--- src/rtl/mem_router.sv ---
// CPU/RAM/IO steering with boot-image loader, registered RAM read path and IO timeout.
// Define MEM_ROUTER_WP_EN to write-protect the boot region after boot and add wp_fault.
//
// state   | meaning
// BOOT    | copying boot image into RAM, CPU held off
// IDLE    | accepting CPU requests; RAM writes complete here
// RAM_RD  | RAM read data returning, acknowledge CPU
// IO_WAIT | IO strobe held until io_ready or timeout
module mem_router #(
    parameter int                ADDR_W     = 16,
    parameter int                DATA_W     = 8,
    parameter logic [ADDR_W-1:0] IO_LIMIT   = 'h0100,
    parameter int                BOOT_LEN   = 256,
    parameter int                IO_TIMEOUT = 15
) (
    input  logic              clk,
    input  logic              rst,
    input  logic [ADDR_W-1:0] cpu_addr,
    input  logic              cpu_re,
    input  logic              cpu_we,
    input  logic [DATA_W-1:0] cpu_do,
    output logic [DATA_W-1:0] cpu_di,
    output logic              cpu_ready,
    output logic [ADDR_W-1:0] ram_addr,
    output logic              ram_we,
    output logic [DATA_W-1:0] ram_di,
    input  logic [DATA_W-1:0] ram_do,
    output logic [ADDR_W-1:0] io_addr,
    output logic              io_re,
    output logic              io_we,
    output logic [DATA_W-1:0] io_di,
    input  logic [DATA_W-1:0] io_do,
    input  logic              io_ready,
    input  logic [DATA_W-1:0] boot_data,
    input  logic              boot_valid,
    output logic              boot_ready,
    output logic              booting,
    output logic              io_fault
`ifdef MEM_ROUTER_WP_EN
    ,
    output logic              wp_fault
`endif
);

    localparam int CNT_W = $clog2(BOOT_LEN + 1);
    localparam int TMO_W = $clog2(IO_TIMEOUT + 1);
    localparam logic [CNT_W-1:0] BOOT_LAST = CNT_W'(BOOT_LEN - 1);
    localparam logic [TMO_W-1:0] TMO_LOAD  = TMO_W'(IO_TIMEOUT - 1);

    typedef enum logic [1:0] {BOOT, IDLE, RAM_RD, IO_WAIT} state_t;

    state_t            state;
    logic [CNT_W-1:0]  boot_cnt;
    logic [TMO_W-1:0]  wait_cnt;
    logic [ADDR_W-1:0] req_addr;
    logic              boot_acc;
    logic              req_valid;
    logic              req_io;
    logic              wp_hit;

    assign boot_ready = (state == BOOT) && !rst;
    assign boot_acc   = boot_ready && boot_valid;
    // cpu_ready high means the CPU is still dropping its previous request
    assign req_valid  = (state == IDLE) && !cpu_ready && (cpu_re || cpu_we) && !rst;
    assign req_io     = cpu_addr < IO_LIMIT;

`ifdef MEM_ROUTER_WP_EN
    localparam logic [ADDR_W:0] WP_SPAN = (ADDR_W+1)'(BOOT_LEN);
    logic [ADDR_W-1:0] wp_off;
    // Modular offset so the protected window follows the wrapping boot addresses
    assign wp_off = cpu_addr - IO_LIMIT;
    assign wp_hit = ({1'b0, wp_off} < WP_SPAN);
`else
    assign wp_hit = 1'b0;
`endif

    always_comb begin
        ram_we   = 1'b0;
        ram_addr = req_addr;
        ram_di   = cpu_do;
        case (state)
            BOOT: begin
                ram_addr = IO_LIMIT + ADDR_W'(boot_cnt);
                ram_di   = boot_data;
                ram_we   = boot_acc;
            end
            IDLE: begin
                ram_addr = cpu_addr;
                ram_we   = req_valid && cpu_we && !req_io && !wp_hit;
            end
            default: ;
        endcase
    end

    always_ff @(posedge clk or posedge rst) begin
        if (rst) begin
            state     <= BOOT;
            booting   <= 1'b1;
            boot_cnt  <= '0;
            wait_cnt  <= '0;
            req_addr  <= '0;
            cpu_ready <= 1'b0;
            cpu_di    <= '0;
            io_addr   <= '0;
            io_di     <= '0;
            io_re     <= 1'b0;
            io_we     <= 1'b0;
            io_fault  <= 1'b0;
`ifdef MEM_ROUTER_WP_EN
            wp_fault  <= 1'b0;
`endif
        end else begin
            cpu_ready <= 1'b0;
            case (state)
                BOOT: begin
                    if (boot_acc) begin
                        boot_cnt <= boot_cnt + 1'b1;
                        if (boot_cnt == BOOT_LAST) begin
                            state   <= IDLE;
                            booting <= 1'b0;
                        end
                    end
                end
                IDLE: begin
                    if (req_valid) begin
                        req_addr <= cpu_addr;
                        if (req_io) begin
                            io_addr  <= cpu_addr;
                            io_di    <= cpu_do;
                            io_re    <= cpu_re;
                            io_we    <= cpu_we;
                            wait_cnt <= TMO_LOAD;
                            state    <= IO_WAIT;
                        end else if (cpu_re) begin
                            state <= RAM_RD;
                        end else begin
                            cpu_ready <= 1'b1;
`ifdef MEM_ROUTER_WP_EN
                            if (wp_hit)
                                wp_fault <= 1'b1;
`endif
                        end
                    end
                end
                RAM_RD: begin
                    cpu_di    <= ram_do;
                    cpu_ready <= 1'b1;
                    state     <= IDLE;
                end
                IO_WAIT: begin
                    // io_ready wins over a simultaneous timeout
                    if (io_ready || wait_cnt == '0) begin
                        cpu_ready <= 1'b1;
                        io_re     <= 1'b0;
                        io_we     <= 1'b0;
                        state     <= IDLE;
                        if (io_ready) begin
                            if (io_re)
                                cpu_di <= io_do;
                        end else begin
                            cpu_di   <= '1;
                            io_fault <= 1'b1;
                        end
                    end else begin
                        wait_cnt <= wait_cnt - 1'b1;
                    end
                end
                default: state <= IDLE;
            endcase
        end
    end

endmodule

--- config.mk ---
export PLATFORM = sky130hd
export DESIGN_NAME = mem_router
export DESIGN_NICKNAME = d
export VERILOG_FILES = /design/src/rtl/mem_router.sv
export SDC_FILE = /design/constraint.sdc
export NUM_CORES = 1
export LEC_CHECK = 0
export CAP_MARGIN = 10
export CORE_ASPECT_RATIO = 0.75
export CORE_MARGIN = 2
export CORE_UTILIZATION = 60
export CTS_BUF_LIST = sky130_fd_sc_hd__clkbuf_2 sky130_fd_sc_hd__clkbuf_4 sky130_fd_sc_hd__clkbuf_8
export DETAILED_ROUTE_END_ITERATION = 12
export DONT_BUFFER_PORTS = 1
export PLACE_DENSITY = 0.84
export SYNTH_ARGS = -nofsm -noshare
export SYNTH_HDL_FRONTEND = slang
export SYNTH_SLANG_ARGS = --single-unit
--- constraint.sdc ---
create_clock -name clk -period 3.36 [get_ports clk]
set_input_delay 0.84 -clock clk [delete_from_list [all_inputs] [get_ports clk]]
set_output_delay 0.84 -clock clk [all_outputs]
set_load 0.1 [all_outputs]
# ---- After elaboration in Yosys (flattened, before gate mapping)
# Cells that the tools add are included.
dict set report totals {
  register_bits 68
  output_inout_bits 63
  wordCells 84
}
dict set report op_classes {
  order_cmp 1
  reduce_logical 25
  n_eq_ne 12
  add_sub_neg 3
  bitwise_logic 1
  muxes 30
}
# op n
set op_table {}
lappend op_table {{$mux W8} 4}
lappend op_table {{$pmux W16 S2} 1}
lappend op_table {{$lt A16 B9 Y1 const B} 1}
lappend op_table {{$pmux W8 S2} 1}
lappend op_table {{$mux W2} 6}
lappend op_table {{$mux W4} 3}
lappend op_table {{$reduce_and A3 Y1} 4}
lappend op_table {{$add A9 B9 Y10 const A} 1}
lappend op_table {{$ne A2 B2 Y1 const B} 5}
lappend op_table {{$add A9 B1 Y9 const B} 1}
lappend op_table {{$eq A9 B8 Y1 const B} 1}
lappend op_table {{$mux W1} 9}
lappend op_table {{$pmux W2 S4} 1}
lappend op_table {{$pmux W4 S2} 1}
lappend op_table {{$reduce_and A4 Y1} 2}
lappend op_table {{$logic_and A1 B1 Y1} 7}
lappend op_table {{$ne A3 B3 Y1 const B} 2}
lappend op_table {{$pmux W1 S2} 3}
lappend op_table {{$reduce_and A5 Y1} 1}
lappend op_table {{$eq A2 B2 Y1 const B} 2}
lappend op_table {{$logic_not A4 Y1} 1}
lappend op_table {{$reduce_and A2 Y1} 2}
lappend op_table {{$reduce_bool A2 Y1} 2}
lappend op_table {{$sub A4 B1 Y4 const B} 1}
lappend op_table {{other kinds (7)} 10}

# ---- Longest topological paths before layout
# Gate-level depths: netlist of the first run.
dict set report depth {
  word_depth 7
  depth_mapped 7
  depth_no_buf 6
}

# ---- Worst setup path before layout of the first run
# Ideal clock, no wire load.
dict set report synth_path {
  path_type {register to output}
  start {reg state[0]}
  end {out ram_addr[0]}
  stages_incl_launch_ff 5
  setup_slack_ns -0.638
  arrival_ns 3.158
  cell_sequence {dfrtp_1 > clkbuf_1 > buf_1 > mux2i_1 > o21ai_0}
}
dict set report synth_between {
  elab_chain_len 2
  word_cells_on_any_way 3
}
# element line
set synth_lines {}
lappend synth_lines {{start, declared} 52} ;# state_t state;
lappend synth_lines {{start signal, assigned} 97} ;# state <= BOOT;
lappend synth_lines {{start signal, assigned} 119} ;# state <= IDLE;
lappend synth_lines {{start signal, assigned} 133} ;# state <= IO_WAIT;
lappend synth_lines {{$eq A2 B1 Y1 / $logic_not A2 Y1 (equally long branches)} 81} ;# case (state)
lappend synth_lines {{$pmux W16 S2 (*)} 81}
lappend synth_lines {{end, declared} 24} ;# output logic [ADDR_W-1:0] ram_addr,
# Every way passes the cells marked *; elsewhere a longest branch is shown, timed or not.

# ---- Final worst setup path of the first run
dict set report layout_path {
  start {reg state[1]}
  end {out ram_we}
}
dict set report layout_between {
  elab_chain_len 7
  word_cells_on_any_way 10
}
# element line
set layout_lines {}
lappend layout_lines {{$eq A2 B1 Y1} {64, 81}}
lappend layout_lines {{$logic_and A1 B1 Y1 (3 in a row)} 64} ;# assign req_valid = (state == IDLE) && !cpu_ready && (cpu_re || cpu_we) && !rst;
lappend layout_lines {{$logic_and A1 B1 Y1 (2 in a row)} 89} ;# ram_we = req_valid && cpu_we && !req_io && !wp_hit;
lappend layout_lines {{$pmux W1 S2 (*)} 81}
lappend layout_lines {{end, declared} 25} ;# output logic ram_we,
# Marks and branches as above.

==> results of run 1 <==
[cell families (layout without fill, tap and decap cells)]
logic type | Yosys count | in the layout | share of synthesized area
and+or+nand+nor | 85 | 85 | 0.134
AOI/OAI and AO/OA | 54 | 54 | 0.0947
DFF | 68 | 68 | 0.524
adders and majority gates | 3 | 3 | 0.0115
xor gates and xnor gates | 7 | 7 | 0.0189
muxes | 51 | 51 | 0.184
buffers and inverters | 23 | 59 | 0.0339
[where the power goes]
part / switching [uW] / internal (uW)
combinational: 430 / 129
clock: 285 / 382
sequential: 56.5 / 855
[metal layers]
layer  share of wire  wire, um
met1            0.42      3160
met2            0.49      3690
met3           0.083       629
met4           0.012        88
met5               0         0
[placed cells by master, fill, tap and decap left out, types with 2 or more instances in the layout]
cell / n
buf_4: 38
o31ai_1: 4
o21ai_2: 15
nor4b_1: 2
o21ai_0: 20
and2_1: 11
nand2_1: 36
a21oi_1: 6
nand4_1: 3
nor2_1: 8
mux2i_1: 9
a22o_1: 2
clkbuf_8: 11
inv_1: 6
xnor2_1: 4
xor2_1: 3
dfrtp_1: 66
nor3_1: 2
mux2_4: 9
or3_1: 8
nand3_1: 4
ha_1: 3
mux2_2: 33
[state kept, by name, summed over array words and instances, names as in the netlist, 2 cells and up]
register  flops
cpu_di        8
io_addr      16
req_addr     16
state         2
io_di         8
wait_cnt      4
boot_cnt      9
[layout make-up]
class / count / area [sq um] / area share
sequential: 68 / 1700 / 0.446
multi-input combinational: 200 / 1520 / 0.397
timing repair buffer: 38 / 285 / 0.0747
clock buffer: 12 / 159 / 0.0416
tap: 75 / 93.8 / 0.0246
clock inverter: 2 / 35.0 / 0.00917
inverter: 7 / 26.3 / 0.00688
[worst paths after layout]
check / end / cells after the start
worst max-delay path: ram_we / 4
worst min-delay path: req_addr[9] / 1
worst max register to register: req_addr[11] / 4
worst min register to register: boot_cnt[7] / 1
max in group asynchronous: booting / 2
min in group clk: boot_cnt[7] / 1
[stage by stage]
step | util | worst slack [ns] | cell area [sq um] | total power (uW) | instances
6_report | 0.722 | 0.357 | 3820 | 2140 | 402
5_1_grt | 0.722 | 0.182 | 3820 | 2230 | 402
4_1_cts | 0.722 | 0.388 | 3820 | 2150 | 402
3_5_place_dp | 0.685 | 0.578 | 3630 | 1480 | 388
3_3_place_gp | 0.685 | 0.592 | 3630 | 1470 | 388
2_1_floorplan | - | 0.112 | 3260 | 1360 | 291
==> results.yml, run 1 <==
clock_tree:
  cts_buffer_depth: 2
  post_cts_buffers: 0
  cts_resized: 0
  cts_hold_buf: 0
  insertion_delay_ns: 0.34
  root_buffer: "clkbuf_8"
  cts.clk_slew.worst_paths_ns: 0.07
  cts_tree: "yes"
  clock_sinks: 68
  htreeDepth: 3
  cts_buffers: 9
synthesis:
  yosys_warnings: 0
  ys_async_sr_fraction: 1.00
  synth_top_cell_area_share: 0.516
  ys_ff_latch: 68
  syn-num-nets: 348
  synth_commonest_cells: "dfrtp_1, nand2_1, o21ai_0"
  syn-cell-area_sq_um: 3250
  syn_inst: 291
  synth_area_leaders: "dfrtp_1, mux2_2, o21ai_0"
  ys.flop_type: "dfrtp_1"
  ys_seq_area_frac: 0.524
  synth_edf_count: 0
  ys_types: 40
  synth.most_common_cell: "dfrtp_1"
  syn_area_per_cell_sq_um: 11.2
  yosysTopAreaCell: "dfrtp_1"
setup_path:
  end_kind: "primary output"
  cp.required_ns: 2.52
  timing.rr.start: "state[1]"
  cp_slowest_cell: "dfrtp_2"
  cp_num_buf_inv: 1
  cp_top_family: "simple AND/OR/NAND/NOR gates"
  max_stage_delay_ns: 0.66
  worstSetupPathType: "reg2out"
  crit_fanout: 28
  crit_chain: "nor4b_1 -> nand2_1 -> o21bai_2 -> buf_4"
  critPathArrivalTime_ns: 2.16
  worst_setup_path_start_kind: "flop"
  r2r_slack_ns: 0.86
  crit_start: "state[1]"
finish:
  drive_gt1_frac: 0.367
  n_fill_cell: 421
  nets: 381
  synthToLayoutAreaGrowth_pct: 17.6
  n_antenna_cell: 0
place:
  io_buffers: 0
  globalplace.congestion: 0.835
  dp_hpwl_mm: 5.44
global_routing:
  busiest_layer: "met2"
  use_met3: 0.0966
  use_met1: 0.349
  antenna_found_initial: 0
  track_usage: 0.265
  gr-total-overflow: 0
  grt_pass1_wl_mm: 11.6
  grtUsageMet2: 0.413
  grt_max_degree: 33
  grt_pass1_vias: 2257
floorplanning:
  die_area_sq_um: 6030
  fp.dieH_um: 67.7
  core_area_sq_um: 5300
  ios: 117
  start_util: 0.614
  chipWidth_um: 89.0
  core.rowCount: 23
timing:
  fin_skew_ns: 0.00586
  tightest_slew_ns: 0.942
  drv_slew: 0
  finalSetupTns_ns: 0
  setup_viol: 0
  clock.fmax_mhz: 333
  relSlewSlack: 0.372
  rsz0062_at_grt: "false"
  min_period_over_period: 0.894
  whs_ns: 0.482
  period_needed_ns: 3.00
  finalHoldViolCount: 0
detailed_routing:
  routed_wl_mm: 7.57
  detail-route-antenna-nets: 0
  drcViolationCount: 0
  avgRoutedWirePerCell_um: 18.8
  vias: 2371
  drt_iter0_drc: 165
  drt_first_pass_iters: 4
  vias_per_cell: 5.90
hold_path:
  hold_class: "in2async"
pwr:
  leakage_uw: 0.00180
  powerDensity_nw_per_um2: 559
  peakVddDrop_mv: 0.490
run:
  cap_violations: 0
outcome:
  status: "finished, final reports clean"
Note: power is estimated with default switching activity, not from simulation.
==> inputs of run 2 (changes only) <==
Settings changed: CORE_ASPECT_RATIO 0.75 to 0.7, SLEW_MARGIN set to 20.
==> results.yml, run 2 (synthesized netlist as in run 1, its figures left out) <==
outcome:
  status: "finished, final reports clean"
floorplanning:
  chipWidth_um: 92.0
  ios: 117
  core.rowCount: 22
  core_area_sq_um: 5230
  start_util: 0.622
  fp.dieH_um: 65.6
  die_area_sq_um: 6030
finish:
  nets: 371
  final-seq-area_sq_um: 1700
  drive_gt1_frac: 0.351
  synthToLayoutAreaGrowth_pct: 15.7
  n_antenna_cell: 0
  mostFrequentLayoutCells: "dfrtp_1, nand2_1, mux2_2"
  final_common_cell: "dfrtp_1"
  largest_registers: "io_addr (16), req_addr (16), boot_cnt (9)"
  n_fill_cell: 380
  stdcell_count: 391
  multi_input_comb_area_sq_um: 1520
timing:
  drv_slew: 0
  rsz0062_at_grt: "false"
  finalHoldViolCount: 0
  finalSetupTns_ns: 0
  setup_viol: 0
  fin_skew_ns: 0.00647
  clock.fmax_mhz: 335
  tightest_slew_ns: 0.961
  period_needed_ns: 2.99
  min_period_over_period: 0.889
  relSlewSlack: 0.359
setup_path:
  crit_chain: "nor2_1 -> mux2_2"
  max_stage_delay_ns: 0.64
  worst_setup_path_start_kind: "flop"
  crit_fanout: 19
  critPathArrivalTime_ns: 2.15
  end_kind: "primary output"
  cp.required_ns: 2.52
  cp_slowest_cell: "mux2_2"
  r2r_slack_ns: 0.93
  r2r-end: "io_addr[5]"
  timing.rr.start: "state[1]"
  worstSetupPathType: "reg2out"
  ff2ff_path_depth: 4
clock_tree:
  root_buffer: "clkbuf_8"
  cts_buffer_depth: 2
  cts.clk_slew.worst_paths_ns: 0.07
  clock_sinks: 68
  cts_tree: "yes"
  cts_hold_buf: 0
  post_cts_buffers: 0
  cts_buffers: 9
  cts_resized: 0
  htreeDepth: 3
  insertion_delay_ns: 0.34
pwr:
  powerDensity_nw_per_um2: 572
  p_clk_frac: 0.323
  p_total_uw: 2150
  p_switching_uw: 789
  p_comb_frac: 0.255
  leakage_uw: 0.00175
  switching_share: 0.367
  power.internal_uw: 1360
  p_seq_frac: 0.422
  peakVddDrop_mv: 0.489
hold_path:
  hold_class: "in2async"
place:
  globalplace.congestion: 0.790
  dp_cells: 375
  dp_hpwl_mm: 5.04
  io_buffers: 0
global_routing:
  track_usage: 0.240
  grt_max_degree: 27
  grt_pass1_wl_mm: 11.0
  antenna_found_initial: 0
  gr-total-overflow: 0
  grt_pass1_vias: 2205
detailed_routing:
  vias_per_cell: 5.93
  routed_wl_mm: 6.90
  drt_first_pass_iters: 7
  avgRoutedWirePerCell_um: 17.6
  vias: 2318
  detail-route-antenna-nets: 0
  drt_iter0_drc: 168
  drcViolationCount: 0
run:
  cap_violations: 0
[run 2: layout make-up]
cell class / instances / area share
clock buffer: 11 / 0.0403
timing repair buffer: 28 / 0.0559
sequential: 68 / 0.453
tap: 72 / 0.0240
clock inverter: 5 / 0.0160
multi-input combinational: 200 / 0.404
inverter: 7 / 0.00699
[run 2: per-stage QoR]
stage / hold slack, ns / util / area (sq um) / setup slack [ns]
3_3_place_gp: 0.484 / 0.678 / 3550 / 0.601
6_report: 0.383 / 0.719 / 3760 / 0.373
5_1_grt: 0.401 / 0.719 / 3760 / 0.246
2_1_floorplan: 0.462 / - / 3260 / 0.112
4_1_cts: 0.387 / 0.719 / 3760 / 0.328
3_5_place_dp: 0.491 / 0.678 / 3550 / 0.578
[run 2: worst max-delay path, delay by kind of cell, from the launching register on]
family | cells | cell delay, ns
mux | 1 | 0.64
flops | 1 | 0.56
simple gates | 1 | 0.60
[run 2: worst max-delay path by stage]
| stage | cells after the start | start | to |
|---|---|---|---|
| final | 2 | state[1] | ram_di[5] |
| after global routing | 2 | state[1] | ram_di[2] |
| after CTS | 2 | state[1] | ram_di[2] |
| after detailed placement | 4 | cpu_addr[10] | io_addr[5] |
| after global placement | 4 | cpu_addr[10] | ram_we |
| after floorplan | 4 | state[0] | ram_addr[0] |
[run 2: layer usage]
layer	part of all wire	vias up	wire length, um	track usage
met5	0	-	0	0
met4	0.0086	0	59	0.0466
met3	0.074	8	508	0.0986
met2	0.49	93	3370	0.391
met1	0.43	1143	2960	0.308
li1	-	1074	-	-
[run 2: power groups by stage]
stage	clock network [uW]	logic (uW)	registers, uW
floorplan	0	452	908
global placement	0	544	919
detailed placement	0	553	921
CTS	710	553	907
global route	745	572	918
finish	694	548	907
==> patch 1, RTL diff (settings of run 1) <==
Encoding of `state_t`: now Gray code (2 bits for 4 states).
--- a/src/rtl/mem_router.sv
+++ b/src/rtl/mem_router.sv
@@ -49,3 +49,3 @@
 
-    typedef enum logic [1:0] {BOOT, IDLE, RAM_RD, IO_WAIT} state_t;
+    typedef enum logic [1:0] {BOOT = 2'b00, IDLE = 2'b01, RAM_RD = 2'b11, IO_WAIT = 2'b10} state_t;
 
Check against the original RTL: no difference found for any inputs over 10 cycles, from zero or initial values and one cycle with rst high; not proved beyond that.
==> patch 1 against run 1 <==
  * Synthesized area grew 1.2%
  * Sequential cell count unchanged
  * Total power grew 12%
  * Global-route usage shrank 0.74 points
  * Via count up 1.3%
  * Worst setup slack improved by 0.024 ns
  * Synthesized cell count rose by 1.4%
  * Design area increased by 6.0%
  * Routed wire length grew 0.69%
  * Largest cell class unchanged
==> patch 1: results (changes against run 1) <==
[run_status]
outcome=complete, no violations  ; unchanged

[grt]
met2_usage_pct=42.1  ; was 41.3%
grtUsageMet1_pct=30.8  ; was 34.9%
track_usage_pct=25.7  ; was 26.5%
antenna_found_initial=1  ; was 0
grt_pass1_vias=2413  ; was 2257
use_met3_pct=9.53  ; was 9.66%
grt_pass1_wl_um=11500  ; was 11600 um
grt_max_degree=35  ; was 33

[synth]
synth_compound_area_share_pct=10.5  ; was 9.47%
ys_top_cells_by_area=dfrtp_1 (51%), mux2_2 (11%), o21ai_0 (5.3%), nand2_1 (4.0%), mux2_1 (3.8%)  ; was dfrtp_1 (52%), mux2_2 (11%), o21ai_0 (5.4%), mux2_4 (4.2%), nand2_1 (4.2%)
synthAdderAreaFrac_pct=1.14  ; was 1.15%
muxShareOfSynthArea_pct=17.1  ; was 18.4%
ys_warn_count=0  ; unchanged
synthArstFlopShare_pct=100  ; unchanged
yosysSeqAreaShare_pct=51.7  ; was 52.4%
syn_nets=352  ; was 348
ys_top_cells_by_count=dfrtp_1 (67), nand2_1 (35), o21ai_0 (35)  ; was dfrtp_1 (67), nand2_1 (36), o21ai_0 (35)
synth_cell_type_count=48  ; was 40
synth_xor_area_share_pct=2.13  ; was 1.89%

[timing]
clock_skew_ns=0.00911  ; was 0.00586 ns
relSlewSlack_pct=34.4  ; was 37.2%

[detailed_routing]
vias_per_cell=5.88  ; was 5.90
finalWirelength_um=7620  ; was 7570 um
drt_first_iter_violations=87  ; was 165
wl_met3_um=750  ; was 629 um
dr_wl_met2_um=3630  ; was 3690 um
wirelength_met1_um=3100  ; was 3160 um
first_pass_iters=4  ; unchanged

[worst_setup_path]
cp_slowest_cell=dfrtp_1  ; was dfrtp_2
arrival_ns=2.14  ; was 2.16 ns
cp_max_fo=18  ; was 28
crit_family=flip-flops  ; was simple AND/OR/NAND/NOR gates
cpPeakStageDelay_ns=0.83  ; was 0.66 ns

[placed_design]
place_hpwl_um=5530  ; was 5440 um
dpl_cell_area_um2=3780  ; was 3630 um2
gp_congestion=0.777  ; was 0.835

[finish]
fillers=334  ; was 421
num-nets-final=384  ; was 381
drive_gt1_share_pct=34.9  ; was 36.7%

[clocking]
path_clk_slew_ns=0.08

[power]
p_clk_share_pct=37.7  ; was 31.2%
swShare_pct=34.1  ; was 36.1%
seqPwrFrac_pct=38.1  ; was 42.7%
p_leak_nw=1.92  ; was 1.80 nW
switching_power_mw=0.815  ; was 0.771 mW
peakVddDrop_uv=389  ; was 490 uV

-- patch 1: cell count changes in the layout (fill, tap and decap cells not counted), moves of 4 or more --
cell and delta:
nor2b_1 +9, buf_4 -11, mux2_1 +11, and2_1 -11, o31ai_1 -4, nand3b_1 +8, buf_12 +9, mux2_4 -9
or3_1 -8
-- patch 1: final timing paths --
| check | cells after the start | slack, ns | endpoint | startpoint |
|---|---|---|---|---|
| worst min-delay path | 1 | 0.48 | io_we$_DFFE_PP0P_ | rst |
| worst min register to register | 1 | 0.50 | boot_cnt[7]$_DFFE_PP0P_ | boot_cnt[7]$_DFFE_PP0P_ |
| worst max register to register | 4 | 1.03 | io_addr[2]$_DFFE_PP0P_ | state[0]$_DFFE_PP0P_ |
| max in group asynchronous | 2 | 2.07 | booting$_DFFE_PP1P_ | rst |
| worst max-delay path | 5 | 0.38 | ram_we | state[0]$_DFFE_PP0P_ |
| min in group clk | 1 | 0.50 | boot_cnt[7]$_DFFE_PP0P_ | boot_cnt[7]$_DFFE_PP0P_ |
-- patch 1: cell type report --
cell class	count	area, um2	share of cell area [%]
clock inverters	7	146	3.62
diodes	1	2.50	0.0618
multi-input cells	202	1540	37.9
repair buffers	37	408	10.1
inverters	9	33.8	0.834
flip-flops and latches	68	1700	42.1
clock buffers	9	124	3.06
well taps	75	93.8	2.32
-- patch 1: worst register-to-register path, delay by kind of cell, from the launching register on --
family,cells,cell delay (ns)
flip-flops,1,0.83
AND/OR/NAND/NOR,1,0.48
multiplexers,1,0.41
AO/OA/AOI/OAI,1,0.25
buffers and inverters,1,0.23
-- patch 1: per-stage QoR --
step	worst slack [ns]	cells	setup TNS [ns]
after floorplan	-0.494	295	-1.93
after global placement	0.605	391	0
after detailed placement	0.574	391	0
after CTS	0.383	407	0
after global routing	0.231	408	0
final	0.382	408	0
==> patch 2, RTL diff (flow settings as in run 1) <==
Made on the original files. Change the parameter `IO_TIMEOUT` from 15 to 16.
--- a/src/rtl/mem_router.sv
+++ b/src/rtl/mem_router.sv
@@ -13,3 +13,3 @@
     parameter int                BOOT_LEN   = 256,
-    parameter int                IO_TIMEOUT = 15
+    parameter int                IO_TIMEOUT = 16
 ) (
Check against the original RTL: no difference found for any inputs over 10 cycles, from zero or initial values and one cycle with rst high; that may be too few to reach the edited logic, so the function may still have changed.
==> patch 2 against run 1 <==
  * Via count down 0.17%
  * Synthesized area grew 6.0%
  * Cell count shrank 1.7%
  * Routed wire length is 4.3% lower
  * Worst setup slack got worse by 0.11 ns
  * Design area up 2.7%
  * Sequential cell count rose by 1
  * Maximum frequency shrank 3.4%
  * Non-clock buffer count down 14
  * Critical endpoint is now ram_di[6]
  * Largest cell class unchanged
Power is not compared: it rests on default switching activity, and its combinational part moved more than twofold at a synthesized area within 25%.
==> patch 2: results (changes against run 1) <==
[placed_design]
place_hpwl_um=5290  ; was 5440 um
dp_cells=379  ; was 388
pre_cts_ws_ns=0.566  ; was 0.578 ns
gp_congestion=0.906  ; was 0.835
dpl_cell_area_um2=3680  ; was 3630 um2

[grt]
antenna_found_initial=0  ; unchanged
grt_max_degree=70  ; was 33
track_usage_pct=24.0  ; was 26.5%
grt_pass1_wl_um=11900  ; was 11600 um

[finish]
drive_gt1_share_pct=33.4  ; was 36.7%
seq_area_um2=1730  ; was 1700 um2
num-nets-final=373  ; was 381
final_cells=395  ; was 402
reg_top3=io_addr x16, req_addr x16, boot_cnt x9  ; unchanged
fillers=386  ; was 421

[worst_setup_path]
cp_max_fo=21  ; was 28
path_class=flop to primary output  ; unchanged
reg2reg_depth=4  ; unchanged
reg2reg_from=state[1]$_DFFE_PP0P_  ; unchanged
arrival_ns=2.27  ; was 2.16 ns

[timing]
clock_skew_ns=0.00806  ; was 0.00586 ns
setup_slack_ns=0.252  ; was 0.357 ns
tightest_slew_ns=0.949  ; was 0.942 ns

[synth]
ys_top_cells_by_count=dfrtp_1 (68), mux2_2 (33), nand2_1 (26)  ; was dfrtp_1 (67), nand2_1 (36), o21ai_0 (35)
ys_top_cells_by_area=dfrtp_1 (49%), mux2_2 (11%), mux2_4 (3.9%), nand2_1 (2.8%), mux2i_1 (2.6%)  ; was dfrtp_1 (52%), mux2_2 (11%), o21ai_0 (5.4%), mux2_4 (4.2%), nand2_1 (4.2%)
ys_warn_count=0  ; unchanged
synth_cells=297  ; was 291
yosysSeqAreaShare_pct=50.1  ; was 52.4%
syn_nets=355  ; was 348
synth_cell_type_count=48  ; was 40

[clocking]
clockRootBuffer=clkbuf_8  ; unchanged
cts_buffer_depth=2  ; unchanged
insertion_delay_ns=0.34  ; about the same

[detailed_routing]
wirelength_met1_um=3080  ; was 3160 um
wl_met3_um=690  ; was 629 um
route.vias.total=2367  ; was 2371
wl_per_cell_um=18.3  ; was 18.8 um
dr_wl_met2_um=3390  ; was 3690 um
drt_first_iter_violations=106  ; was 165

[power]
p_leak_nw=1.86
peakVddDrop_uv=648

[min_path]
hold_path_depth=1
hold_class=flop to flop  ; was primary input to async pin

[run_status]
outcome=complete, no violations  ; unchanged

## patch 2: cell count changes after synthesis, moves of 6 or more
cell	before	now
a31oi_1	1	8
inv_1	7	13
mux2_1	0	8
nand2_1	36	26
nor2_1	8	15
o21ai_0	35	15
or3_1	8	0
## patch 2: worst max-delay path, stage by stage, from the launching register on
cell	delay, ns
dfrtp_2	0.58
nor2_1	0.68
mux2_2	0.65
## patch 2: path summary, 6_finish.rpt
path	end	slack, ns
hold / removal	req_addr[0]$_DFFE_PP0P_	0.51
setup reg to reg	io_addr[0]$_DFFE_PP0P_	1.00
max in group asynchronous	state[1]$_DFFE_PP0P_	2.14
min in group asynchronous	state[0]$_DFFE_PP0P_	0.64
hold reg to reg	req_addr[0]$_DFFE_PP0P_	0.51
setup / recovery	ram_di[6]	0.25
## patch 2: power by group through the flow
stage	Clock, mW	Sequential (mW)	Combinational, mW
global placement	0	1.63	1.78
global route	0.863	1.66	1.89
detailed placement	0	1.64	1.81
finish	0.806	1.63	1.81
floorplan	0	1.61	1.50
CTS	0.824	1.63	1.82
## patch 2: layout make-up
type | instances | share of cell area (%)
Clock buffer | 10 | 3.35
Multi-Input combinational cell | 198 | 41.5
Timing Repair Buffer | 24 | 4.59
Clock inverter | 6 | 2.84
Tap cell | 75 | 2.39
Sequential cell | 69 | 44.1
Inverter | 13 | 1.24
## patch 2: kinds of logic after synthesis
logic type,Yosys count,synth area share (%)
DFF,69,50.1
muxes,59,19.9
adders and majority gates,4,1.45
AOI/OAI and AO/OA,43,8.57
xor gates and xnor gates,10,2.54
buffers and inverters,30,4.32
and+or+nand+nor,82,13.1
## patch 2: per-layer routing
layer / vias up / track usage, %
met4: 0 / 6.06
met5: - / 0
met3: 9 / 10.0
met1: 1150 / 31.4
met2: 122 / 37.1
li1: 1086 / -
